$ cat src/rtl/store_align_unit.sv
// ============================================================================
// store_align_unit : lane-aligns sb/sh/sw stores and splits word-crossing
//                    stores into two memory beats. Optional MISALIGN_TRAP_EN.
// Revision : 1.0
// ============================================================================
`default_nettype none

module store_align_unit #(
  parameter int ADDR_WIDTH      = 32,
  parameter int MEM_LATENCY_MAX = 15
) (
  input  logic                  clk,
  input  logic                  reset,
  input  logic                  MemWrite,
  input  logic [2:0]            funct3,
  input  logic [ADDR_WIDTH-1:0] Addr,
  input  logic [31:0]           StoreData,
  output logic                  Stall,
  output logic                  mem_req,
  output logic [ADDR_WIDTH-1:0] mem_addr,
  output logic [31:0]           mem_wdata,
  output logic [3:0]            mem_be,
  input  logic                  mem_ready,
`ifdef MISALIGN_TRAP_EN
  output logic                  misaligned_trap,
`endif
  output logic                  store_done,
  output logic                  store_err
);

  localparam int CW = (MEM_LATENCY_MAX > 0) ? $clog2(MEM_LATENCY_MAX + 1) : 1;
  localparam logic [CW-1:0] C_CNT_MAX = CW'(MEM_LATENCY_MAX);

  typedef enum logic [1:0] {
    IDLE   = 2'd0,
    FIRST  = 2'd1,
    SECOND = 2'd2,
    FINISH = 2'd3
  } state_t;

  state_t                  state_q, state_d;
  logic                    mem_req_q, mem_req_d;
  logic [ADDR_WIDTH-1:0]   mem_addr_q, mem_addr_d;
  logic [31:0]             mem_wdata_q, mem_wdata_d;
  logic [3:0]              mem_be_q, mem_be_d;
  logic [ADDR_WIDTH-1:0]   b1_addr_q, b1_addr_d;
  logic [31:0]             b1_wdata_q, b1_wdata_d;
  logic [3:0]              b1_be_q, b1_be_d;
  logic                    split_q, split_d;
  logic                    stall_q, stall_d;
  logic                    store_done_q, store_done_d;
  logic                    store_err_q, store_err_d;
  logic [CW-1:0]           cnt_q, cnt_d;

  logic [1:0]              off;
  logic [3:0]              base_be;
  logic [31:0]             masked_data;
  logic [7:0]              be8;
  logic [63:0]             data64;
  logic                    legal;
  logic                    handshake;
  logic [CW-1:0]           cnt_inc;
  logic [ADDR_WIDTH-1:0]   beat0_addr;

`ifdef MISALIGN_TRAP_EN
  logic                    trap_q, trap_d;
  logic                    misaligned;
`endif

  always_comb begin
    off         = Addr[1:0];
    legal       = 1'b1;
    base_be     = 4'b1111;
    masked_data = StoreData;
    unique case (funct3)
      3'b000:  begin base_be = 4'b0001; masked_data = {24'b0, StoreData[7:0]};  end
      3'b001:  begin base_be = 4'b0011; masked_data = {16'b0, StoreData[15:0]}; end
      3'b010:  begin base_be = 4'b1111; masked_data = StoreData;                end
      default: legal = 1'b0;
    endcase
    be8        = {4'b0000, base_be} << off;
    data64     = {32'b0, masked_data} << {off, 3'b000};
    beat0_addr = {Addr[ADDR_WIDTH-1:2], 2'b00};
    handshake  = mem_req_q && mem_ready;
    cnt_inc    = cnt_q + CW'(1);
  end

`ifdef MISALIGN_TRAP_EN
  // sh at off=1 stays inside the word, so only off=3 is misaligned for halves
  assign misaligned = ((funct3 == 3'b001) && (off == 2'd3)) ||
                      ((funct3 == 3'b010) && (off != 2'd0));
`endif

  always_comb begin
    state_d      = state_q;
    mem_req_d    = mem_req_q;
    mem_addr_d   = mem_addr_q;
    mem_wdata_d  = mem_wdata_q;
    mem_be_d     = mem_be_q;
    b1_addr_d    = b1_addr_q;
    b1_wdata_d   = b1_wdata_q;
    b1_be_d      = b1_be_q;
    split_d      = split_q;
    cnt_d        = cnt_q;
    store_done_d = 1'b0;
    store_err_d  = 1'b0;
`ifdef MISALIGN_TRAP_EN
    trap_d       = 1'b0;
`endif
    unique case (state_q)
      IDLE: begin
        mem_req_d = 1'b0;
        if (MemWrite) begin
          if (!legal) begin
            store_err_d = 1'b1;
`ifdef MISALIGN_TRAP_EN
          end else if (misaligned) begin
            trap_d = 1'b1;
`endif
          end else begin
            mem_addr_d  = beat0_addr;
            mem_be_d    = be8[3:0];
            mem_wdata_d = data64[31:0];
            b1_addr_d   = beat0_addr + ADDR_WIDTH'(4);
            b1_be_d     = be8[7:4];
            b1_wdata_d  = data64[63:32];
            split_d     = (be8[7:4] != 4'b0000);
            mem_req_d   = 1'b1;
            cnt_d       = '0;
            state_d     = FIRST;
          end
        end
      end
      FIRST, SECOND: begin
        if (handshake) begin
          if ((state_q == FIRST) && split_q) begin
            mem_addr_d  = b1_addr_q;
            mem_be_d    = b1_be_q;
            mem_wdata_d = b1_wdata_q;
            cnt_d       = '0;
            state_d     = SECOND;
          end else begin
            mem_req_d    = 1'b0;
            store_done_d = 1'b1;
            state_d      = FINISH;
          end
        end else if ((MEM_LATENCY_MAX > 0) && (cnt_inc == C_CNT_MAX)) begin
          mem_req_d   = 1'b0;
          store_err_d = 1'b1;
          state_d     = IDLE;
        end else begin
          cnt_d = cnt_inc;
        end
      end
      FINISH: begin
        mem_req_d = 1'b0;
        state_d   = IDLE;
      end
      default: state_d = IDLE;
    endcase
    stall_d = (state_d != IDLE);
  end

  always_ff @(posedge clk) begin
    if (reset) begin
      state_q      <= IDLE;
      mem_req_q    <= 1'b0;
      mem_addr_q   <= '0;
      mem_wdata_q  <= '0;
      mem_be_q     <= '0;
      b1_addr_q    <= '0;
      b1_wdata_q   <= '0;
      b1_be_q      <= '0;
      split_q      <= 1'b0;
      stall_q      <= 1'b0;
      store_done_q <= 1'b0;
      store_err_q  <= 1'b0;
      cnt_q        <= '0;
`ifdef MISALIGN_TRAP_EN
      trap_q       <= 1'b0;
`endif
    end else begin
      state_q      <= state_d;
      mem_req_q    <= mem_req_d;
      mem_addr_q   <= mem_addr_d;
      mem_wdata_q  <= mem_wdata_d;
      mem_be_q     <= mem_be_d;
      b1_addr_q    <= b1_addr_d;
      b1_wdata_q   <= b1_wdata_d;
      b1_be_q      <= b1_be_d;
      split_q      <= split_d;
      stall_q      <= stall_d;
      store_done_q <= store_done_d;
      store_err_q  <= store_err_d;
      cnt_q        <= cnt_d;
`ifdef MISALIGN_TRAP_EN
      trap_q       <= trap_d;
`endif
    end
  end

  assign Stall      = stall_q;
  assign mem_req    = mem_req_q;
  assign mem_addr   = mem_addr_q;
  assign mem_wdata  = mem_wdata_q;
  assign mem_be     = mem_be_q;
  assign store_done = store_done_q;
  assign store_err  = store_err_q;
`ifdef MISALIGN_TRAP_EN
  assign misaligned_trap = trap_q;
`endif

endmodule

`default_nettype wire

$ cat config.mk
export PLATFORM = sky130hd
export DESIGN_NAME = store_align_unit
export DESIGN_NICKNAME = d
export VERILOG_FILES = /design/src/rtl/store_align_unit.sv
export SDC_FILE = /design/constraint.sdc
export NUM_CORES = 1
export LEC_CHECK = 0
export ABC_AREA = 1
export CAP_MARGIN = 10
export CELL_PAD_IN_SITES_DETAIL_PLACEMENT = 0
export CELL_PAD_IN_SITES_GLOBAL_PLACEMENT = 1
export CORE_MARGIN = 1
export CORE_UTILIZATION = 36
export CTS_BUF_LIST = sky130_fd_sc_hd__clkbuf_8 sky130_fd_sc_hd__clkbuf_16
export CTS_CLUSTER_SIZE = 8
export DETAILED_ROUTE_END_ITERATION = 12
export GPL_ROUTABILITY_DRIVEN = 0
export GPL_TIMING_DRIVEN = 0
export PLACE_DENSITY = 0.89
export SETUP_SLACK_MARGIN = 0.1
export SYNTH_ARGS = -nofsm -noshare
export SYNTH_HDL_FRONTEND = slang
export SYNTH_SLANG_ARGS = --single-unit
$ cat constraint.sdc
create_clock -name clk -period 2.3 [get_ports clk]
set_input_delay 0.345 -clock clk [delete_from_list [all_inputs] [get_ports clk]]
set_output_delay 0.345 -clock clk [all_outputs]
set_load 0.02 [all_outputs]
## After elaboration in Yosys (flattened, before gate mapping)

Index checks and enable logic that the tools add are counted.

- $add $sub $neg: 2
- Equality and inequality tests: 14
- Shifts and indexed selects: 2
- Multiplexer cells: 42
- Bitwise operators: 2
- Reductions and logical operators: 14

Operator list:

| operator | number |
|---|---|
| $mux 32 | 8 |
| $pmux 32 s2 | 3 |
| $shl 32x5->64 | 1 |
| $mux 4 | 9 |
| $add 32x3->32 const B | 1 |
| $pmux 4 s2 | 3 |
| $mux 1 | 12 |
| $ne 3x3->1 const B | 4 |
| $reduce_and 5->1 | 2 |
| $mux 2 | 4 |
| $ne 2x2->1 const B | 4 |
| $shl 4x2->8 | 1 |
| $pmux 2 s3 | 1 |
| $reduce_or 3->1 | 2 |
| $add 4x1->4 const B | 1 |
| $eq 2x2->1 const B | 2 |
| $eq 4x4->1 const B | 1 |
| $reduce_bool 2->1 | 2 |
| $reduce_bool 4->1 | 1 |
| $eq 3x1->1 const B | 1 |
| $eq 3x2->1 const B | 1 |
| $logic_not 3->1 | 1 |
| $pmux 1 s3 | 1 |
| $reduce_and 3->1 | 1 |
| 7 further kinds | 9 |

- Register bits after elaboration: 147
- Input port bits: 71
- Logic and storage cells: 89

## Depth between registers and ports, before layout

Gate-level depths: netlist of run 1.

- Depth in word-level cells: 7
- Gate-level depth with buffers: 12
- Mapped depth without buffers: 12

## Worst setup path after synthesis of run 1

No wires, ideal clock.

- Path kind: flip-flop to flip-flop
- From: register state_q[0]
- To: register mem_addr_q[19] (netlist: mem_addr[19])
- Library setup time: 0.132 ns
- Data arrival time: 1.583 ns
- Required time: 2.168 ns
- Setup slack: 0.585 ns
- Cell stages (with the launch flop): 11
- Path buffers: 3
- Cells stage by stage: dfxtp_1 > inv_1 > ha_1 > buf_4 > nand2_1 > o21ai_1 > nand2_4 > buf_4 > buf_6 > nand2_1 > a21oi_1

- Word-level cells in the longest chain between the ends: 4
- Elaborated cells between the ends (all ways): 12
- Classes of those cells: eq/ne: 6; mux: 1; reduce/logical: 5

Ends and longest elaborated chain:

| item | RTL line | text |
|---|---|---|
| from (decl) | 41 | `state_t state_q, state_d;` |
| from (signal assigned) | 183 | `state_q <= state_d;` |
| $eq 2x1->1 or $eq 2x2->1 (tied branches) | 110, 136 |  |
| $reduce_or 2->1 or $logic_and 1x1->1 (tied branches) | 110, 136 |  |
| $ne 2x2->1 (no line) or $reduce_bool 2->1 (tied branches) | - |  |
| $reduce_and 5->1 (no line) | - |  |
| to (signal assigned) | 185 | `mem_addr_q <= mem_addr_d;` |
| to (decl) | 43 | `logic [ADDR_WIDTH-1:0] mem_addr_q, mem_addr_d;` |

Several ways; a longest one is shown, not always the timed one.
A chain may end at the register's enable or synchronous reset.

## Final worst setup path of run 1

- From: register state_q[0]
- To: register mem_addr_q[14] (netlist: mem_addr[14])

Same word-level chain as after synthesis.

==> impl_results.md, run 1 <==
- Setup violations, final: 0
- Least-Margin Pin Slew: 0.694 ns
- Synth Area in Compound Gates: 19.0%
- Maximum fanout count along the critical path: 10
- Sequential fraction of the synthesis area: 37.2%
- Post-DP HPWL: 19500 um
- Fillers: 2095
- Pin count of the biggest net entering global routing: 17
- Slew Viols, Final: 0
- TNS Setup: 0 ns
- Vias in the first global route: 7277
- Final Skew: 0.0116 ns
- Synthesis Warnings: 0
- Total congestion overflow: 0
- RR Startpoint: state_q[0]$_SDFF_PP0_
- Die Wd: 143 um
- Post-synthesis xor/xnor area fraction: 0.730%
- DR WL/cell: 16.3 um
- Post-synth EDFFs: 0
- Htree depth: 4
- CP Depth: 7
- Worst endpoint required time: 2.60 ns
- Layout cell share with drive strength beyond 1: 7.12%
- Vias per cell: 4.98
- Slew headroom: 53.7%
- Startpoint types: flop
- Simple-Gate Fraction of Synth Area: 31.7%
- Post-Route WL: 25600 um
- Peak VDD IR: 0.000511 V
- Post-route antenna net violation count: 0
- Core footprint: 0.0195 mm2
- Status: completed
- Area grow syn2layout: 32.3%
- Nets: 1371
- Clock Latency Late Sink: 0.43 ns
- Synth Register Bits: 134
- CP Capture Type: flop
- Drt first-iter violations: 745
- Via count: 7816
- Critical path class: flop to flop
- Reg2Reg Setup Slack: 0.18 ns
- Clock buffer depth: 2
- Post-Syn Area: 0.00720 mm2
- Post-synthesis cell type count: 32
- Crit path capture: mem_addr[14]$_SDFFE_PP0P_
- Area share of fa/ha/maj cells after synthesis: 1.22%
- Crit path cell chain: inv_1, ha_1, buf_6, clkbuf_1, o21ai_0, nand2_1, a21oi_1
- Slowest CP cell: clkbuf_1
- CTS Buf Count: 17
- Multiplexer share of the synthesized area: 0%
- Worst R2R Path Depth: 7
- Initial Utilization: 36.9%
- PortBufs: 139
- WHS Path Cells: 2
- Row Count: 51
- Ant. Diodes: 0
- CTS hold repair buffers: 0
- Die height: 143 um
- RSZ-0062 raised after global routing: false
- Final period utilization: 92.0%
- Tmin final: 2.12 ns
- Min-delay worst type: flop to flop
- Max Cap Viol: 0
- Hold path startpoint: mem_addr[24]$_SDFFE_PP0P_
- FFs w/ async S/R, synth: 0%
- Pre-Repair DR Iteration Count: 5
- DRC violations left: 0
- CTS tree: built
- RR Endpoint: mem_addr[14]$_SDFFE_PP0P_
- Crit path from: state_q[0]$_SDFF_PP0_
- Crit path arrival time: 2.42 ns
- Most frequent cells in the layout: 395 x nand2_1, 139 x clkdlybuf4s50_1, 134 x dfxtp_1
- Total clock sinks: 134
- All-Layer GR Usage: 25.4%
- Final Hold Vio Count: 0
- Min Hold Slack: 0.461 ns
- Peak Freq: 473 MHz
- Die Footprint: 0.0206 mm2
- Top cell family by delay on the critical path: buffers and inverters
- Initial antenna violation count: 0
- Post-CTS setup buffer count: 0
- Combinational family with the most area after synthesis: simple AND/OR/NAND/NOR gates
- Slowest stage delay, CP: 0.43 ns
- Leakage Power: 0.00401 uW
- Total power: 6430 uW
- Most common cell after layout, fill and taps aside: nand2_1
- Root Driver: clkbuf_16
- Mean Syn Cell Area: 6.35 um2
- PwrDens: 675 mW/mm2
- Crit path buf inv count: 3
- Gate count of the mapped netlist: 1134
- First-pass GRT wire length: 39300 um
- Synth Flop Type: dfxtp_1
- CTS clk-pin slew, worst paths: 0.06 ns
- Io pins: 143
-- kinds of logic after synthesis --
kind of cell,count (synthesis)
adders and majority gates,7
buffers and inverters,168
AOI/OAI and AO/OA,251
other,1
DFF,134
xor gates and xnor gates,6
and+or+nand+nor,567
-- worst min-delay path, cell delays in order (launching register included) --
cell     delay (ns)
dfxtp_1        0.31
nand2_1        0.06
a21oi_1        0.05
-- routing by layer --
| metal | part of all wire, % | GRT usage, % | up-vias |
|---|---|---|---|
| li1 | - | - | 3958 |
| met1 | 47 | 34.7 | 3531 |
| met2 | 44 | 39.9 | 296 |
| met3 | 7.1 | 4.87 | 31 |
| met4 | 2.0 | 8.17 | 0 |
| met5 | 0 | 0 | - |
-- where the power goes --
part,internal [uW],switching [uW]
Sequential,2450,73.9
Clock,1520,1140
Combinational,485,761
-- state kept, by name, summed over array words and instances, names as in the netlist --
name / cells
state_q: 2
store_err: 1
mem_req: 1
b1_be_q: 3
b1_wdata_q: 24
b1_addr_q: 30
mem_be: 4
mem_wdata: 32
split_q: 1
store_done: 1
Stall: 1
mem_addr: 30
cnt_q: 4
-- timing repair --
action | 4_1_cts | 5_1_grt
hold endpoints to repair | 0 | 0
setup endpoints to repair | 2 | 57
gates resized for setup | 2 | 18
-- area by class of cell --
type | instances | area (um2) | share of cell area (%)
inverters | 107 | 404 | 4.24
clock buffers | 18 | 439 | 4.61
flip-flops and latches | 134 | 2680 | 28.2
well taps | 265 | 332 | 3.48
plain buffers | 61 | 339 | 3.56
repair buffers | 139 | 1390 | 14.6
clock inverters | 14 | 126 | 1.33
multi-input cells | 833 | 3810 | 40.0
-- synth_stat cells (3+ instances only) --
cell | number | area share [%]
nand2_1 | 396 | 21
dfxtp_1 | 134 | 37
a21oi_1 | 111 | 7.7
inv_1 | 102 | 5.3
o21ai_0 | 85 | 5.9
nor2_1 | 83 | 4.3
nand3_1 | 58 | 4.0
buf_2 | 25 | 1.7
clkbuf_1 | 23 | 1.2
o21a_1 | 19 | 2.0
o211ai_1 | 15 | 1.6
buf_4 | 10 | 1.0
nor3_1 | 9 | 0.63
o21ai_1 | 8 | 0.56
ha_1 | 7 | 1.2
nand4_1 | 6 | 0.52
nor2_2 | 6 | 0.52
xor2_1 | 6 | 0.73
a31oi_1 | 5 | 0.43
a21boi_0 | 4 | 0.42
inv_2 | 4 | 0.21
nand2_2 | 4 | 0.35
buf_6 | 3 | 0.47
-- through the flow --
step / instances / instance area, um2 / util (%) / worst slack, ns
3_3_place_gp: 1539 / 8930 / 45.7 / 0.0350
4_1_cts: 1571 / 9500 / 48.6 / 0.108
2_1_floorplan: 1135 / 7210 / - / 0.585
3_5_place_dp: 1539 / 8930 / 45.7 / -0.00579
5_1_grt: 1571 / 9530 / 48.8 / 0.104
6_report: 1571 / 9530 / 48.8 / 0.184
-- worst min path at each step --
| stage | end | slack (ns) |
|---|---|---|
| 2_1_floorplan | b1_addr_q[2]$_SDFFE_PP0P_ | 0.44 |
| 3_3_place_gp | mem_addr[22]$_SDFFE_PP0P_ | 0.45 |
| 3_5_place_dp | mem_addr[12]$_SDFFE_PP0P_ | 0.46 |
| 4_1_cts | mem_addr[12]$_SDFFE_PP0P_ | 0.47 |
| 5_1_grt | mem_addr[23]$_SDFFE_PP0P_ | 0.48 |
| 6_report | mem_addr[24]$_SDFFE_PP0P_ | 0.46 |
No activity file was read; power rests on OpenSTA's default activity.
==> run 2, diff against run 1 <==
--- a/config.mk
+++ b/config.mk
@@ -10,13 +10,14 @@
 export CELL_PAD_IN_SITES_DETAIL_PLACEMENT = 0
 export CELL_PAD_IN_SITES_GLOBAL_PLACEMENT = 1
 export CORE_MARGIN = 1
-export CORE_UTILIZATION = 36
+export CORE_UTILIZATION = 44
 export CTS_BUF_LIST = sky130_fd_sc_hd__clkbuf_8 sky130_fd_sc_hd__clkbuf_16
 export CTS_CLUSTER_SIZE = 8
 export DETAILED_ROUTE_END_ITERATION = 12
+export DONT_BUFFER_PORTS = 1
 export GPL_ROUTABILITY_DRIVEN = 0
 export GPL_TIMING_DRIVEN = 0
-export PLACE_DENSITY = 0.89
+export PLACE_DENSITY = 0.88
 export SETUP_SLACK_MARGIN = 0.1
 export SYNTH_ARGS = -nofsm -noshare
 export SYNTH_HDL_FRONTEND = slang
==> run 2 against run 1 <==
  * Clock power up 27%
  * Via count down 5.5%
  * Critical path type unchanged
  * Clock skew decreased by 0.0048 ns
  * Non-clock buffer count fell by 138
  * Clock-buffer cell count grew 1
  * Register-to-register slack hardly changed
  * Critical path depth unchanged
==> impl_results.md, run 2 (synthesis results as in run 1) <==
- All-Layer GR Usage: 29.6% (+4.2 points)
- Leakage Power: 0.00358 uW (-11%)
- TNS Setup: 0 ns (unchanged)
- Reg2Reg Setup Slack: 0.18 ns (about the same)
- Total clock sinks: 134 (unchanged)
- Drt first-iter violations: 722 (-3.1%)
- Vias per cell: 5.34 (+7.4%)
- Worst endpoint required time: 2.59 ns (about the same)
- Htree depth: 4 (unchanged)
- Layout cell share with drive strength beyond 1: 7.88% (+0.76 points)
- Core Util, Final: 51.7% (+2.9 points)
- Area grow syn2layout: 14.4%
- Vias in the first global route: 6848 (-5.9%)
- Die Wd: 130 um (-9.4%)
- Final period utilization: 92.2% (+0.18 points)
- Most common cell after layout, fill and taps aside: nand2_1
- Final Hold Vio Count: 0 (unchanged)
- Slew Viols, Final: 0 (unchanged)
- Io pins: 143 (unchanged)
- Maximum fanout count along the critical path: 10 (unchanged)
- PwrDens: 831 mW/mm2 (+23%)
- CTS clk-pin slew, worst paths: 0.06 ns (about the same)
- RR Endpoint: mem_addr[15]$_SDFFE_PP0P_
- Worst R2R Path Depth: 7 (unchanged)
- Initial Utilization: 45.2% (+8.3 points)
- Post-DP HPWL: 18400 um (-5.6%)
- DR WL/cell: 17.6 um (+8.0%)
- Status: completed
- Total congestion overflow: 0 (unchanged)
- DRC violations left: 0 (unchanged)
- Critical path class: flop to flop
- CTS tree: built
- Initial antenna violation count: 0 (unchanged)
- Crit path capture: mem_addr[15]$_SDFFE_PP0P_
- Peak VDD IR: 0.000566 V (+11%)
- Least-Margin Pin Slew: 0.769 ns (+0.0744 ns)
- Final worst slack: 0.180 ns (-0.00410 ns)
- Ant. Diodes: 0 (unchanged)
- Clock Latency Late Sink: 0.43 ns (about the same)
- PortBufs: 0 (-100%)
- Setup violations, final: 0 (unchanged)
- Post-Route WL: 24400 um (-5.0%)
- Dpl ws: 0.0347 ns (+0.0405 ns)
- Nets: 1233 (-10%)
- CTS Buf Count: 17 (unchanged)
- Slew headroom: 48.7% (-5.0 points)
- Most frequent cells in the layout: 395 x nand2_1, 134 x dfxtp_1, 111 x a21oi_1
- Die Footprint: 0.0169 mm2 (-18%)
- Core footprint: 0.0159 mm2 (-18%)
- RR Startpoint: state_q[0]$_SDFF_PP0_
- Pre-Repair DR Iteration Count: 5 (unchanged)
- Max Cap Viol: 0 (unchanged)
- Min-delay worst type: input port to flop
- Tmin final: 2.12 ns (+0.00410 ns)
- Crit path from: state_q[0]$_SDFF_PP0_
- CP Capture Type: flop
- Pin count of the biggest net entering global routing: 17 (unchanged)
- Post-route antenna net violation count: 0 (unchanged)
- Post-CTS setup buffer count: 0 (unchanged)
- Final Skew: 0.00685 ns (-0.00476 ns)
- Max reg flops: 32 (unchanged)
- Fillers: 1675 (-20%)
- Clock buffer depth: 2 (unchanged)
- Crit path arrival time: 2.41 ns (about the same)
- Row Count: 46 (-9.8%)
- Root Driver: clkbuf_16
- Via count: 7390 (-5.5%)
- Die height: 130 um (-9.4%)
- RSZ-0062 raised after global routing: false
- Peak Freq: 472 MHz (-0.19%)
- First-pass GRT wire length: 37400 um (-4.8%)
- Startpoint types: flop
run 2: cell types whose count changed in the layout (fill, tap and decap cells not counted), sizes merged, moves of 2 or more:
cell | before | now
clkdlybuf4s50 | 139 | 0
bufinv | 1 | 8
clkinvlp | 4 | 0
inv | 112 | 108
clkbuf | 44 | 47
buf | 35 | 33
run 2: layout make-up:
| type | instances | area, um2 | area share [%] |
|---|---|---|---|
| well taps | 216 | 270 | 3.28 |
| flip-flops and latches | 134 | 2680 | 32.5 |
| multi-input cells | 833 | 3810 | 46.2 |
| clock inverters | 12 | 272 | 3.29 |
| plain buffers | 61 | 340 | 4.13 |
| repair buffers | 1 | 10.0 | 0.121 |
| inverters | 107 | 404 | 4.90 |
| clock buffers | 19 | 453 | 5.50 |
run 2: how the worst min path moves through the flow:
| stage | start | end | slack, ns | depth (start not counted) |
|---|---|---|---|---|
| 2_1_floorplan | Addr[2] | b1_addr_q[2]$_SDFFE_PP0P_ | 0.44 | 1 |
| 3_3_place_gp | Addr[2] | b1_addr_q[2]$_SDFFE_PP0P_ | 0.44 | 1 |
| 3_5_place_dp | Addr[2] | b1_addr_q[2]$_SDFFE_PP0P_ | 0.44 | 1 |
| 4_1_cts | StoreData[25] | b1_wdata_q[17]$_SDFFE_PP0P_ | 0.07 | 2 |
| 5_1_grt | StoreData[28] | b1_wdata_q[20]$_SDFFE_PP0P_ | 0.08 | 2 |
| 6_report | StoreData[25] | b1_wdata_q[17]$_SDFFE_PP0P_ | 0.08 | 2 |
run 2: repair_timing:
item,4_1_cts,5_1_grt
endpoints found under the setup margin,1,50
gates resized for setup,1,14
hold endpoints to repair,1,0
hold buffers,1,0
run 2: worst max-delay path: stages (launching register included):
cell,delay (ns)
dfxtp_1,0.39
inv_1,0.10
ha_1,0.37
buf_6,0.19
clkbuf_1,0.45
o21ai_0,0.30
nand2_1,0.13
a21oi_1,0.06
run 2: metal layers:
| metal | up-vias | part of all wire [%] | GRT usage, % |
|---|---|---|---|
| met3 | 46 | 11 | 8.90 |
| met2 | 329 | 43 | 44.7 |
| li1 | 3685 | - | - |
| met4 | 0 | 1.9 | 10.1 |
| met5 | - | 0 | 0 |
| met1 | 3330 | 45 | 40.0 |
run 2: metrics by stage:
step | total power, uW | hold WS, ns | area (um2) | std cells
2_1_floorplan | 3240 | 0.435 | 7210 | 1135
3_3_place_gp | 3480 | 0.439 | 7480 | 1351
3_5_place_dp | 3490 | 0.443 | 7480 | 1351
4_1_cts | 6850 | 0.0715 | 8210 | 1383
5_1_grt | 7070 | 0.0786 | 8240 | 1383
6_report | 6850 | 0.0829 | 8240 | 1383
run 2: power breakdown:
part / switching, uW / internal [uW] / total [uW]
sequential: 182 / 2460 / 2640
combinational: 571 / 260 / 831
clock: 1070 / 2310 / 3380
total: 1820 / 5020 / 6850
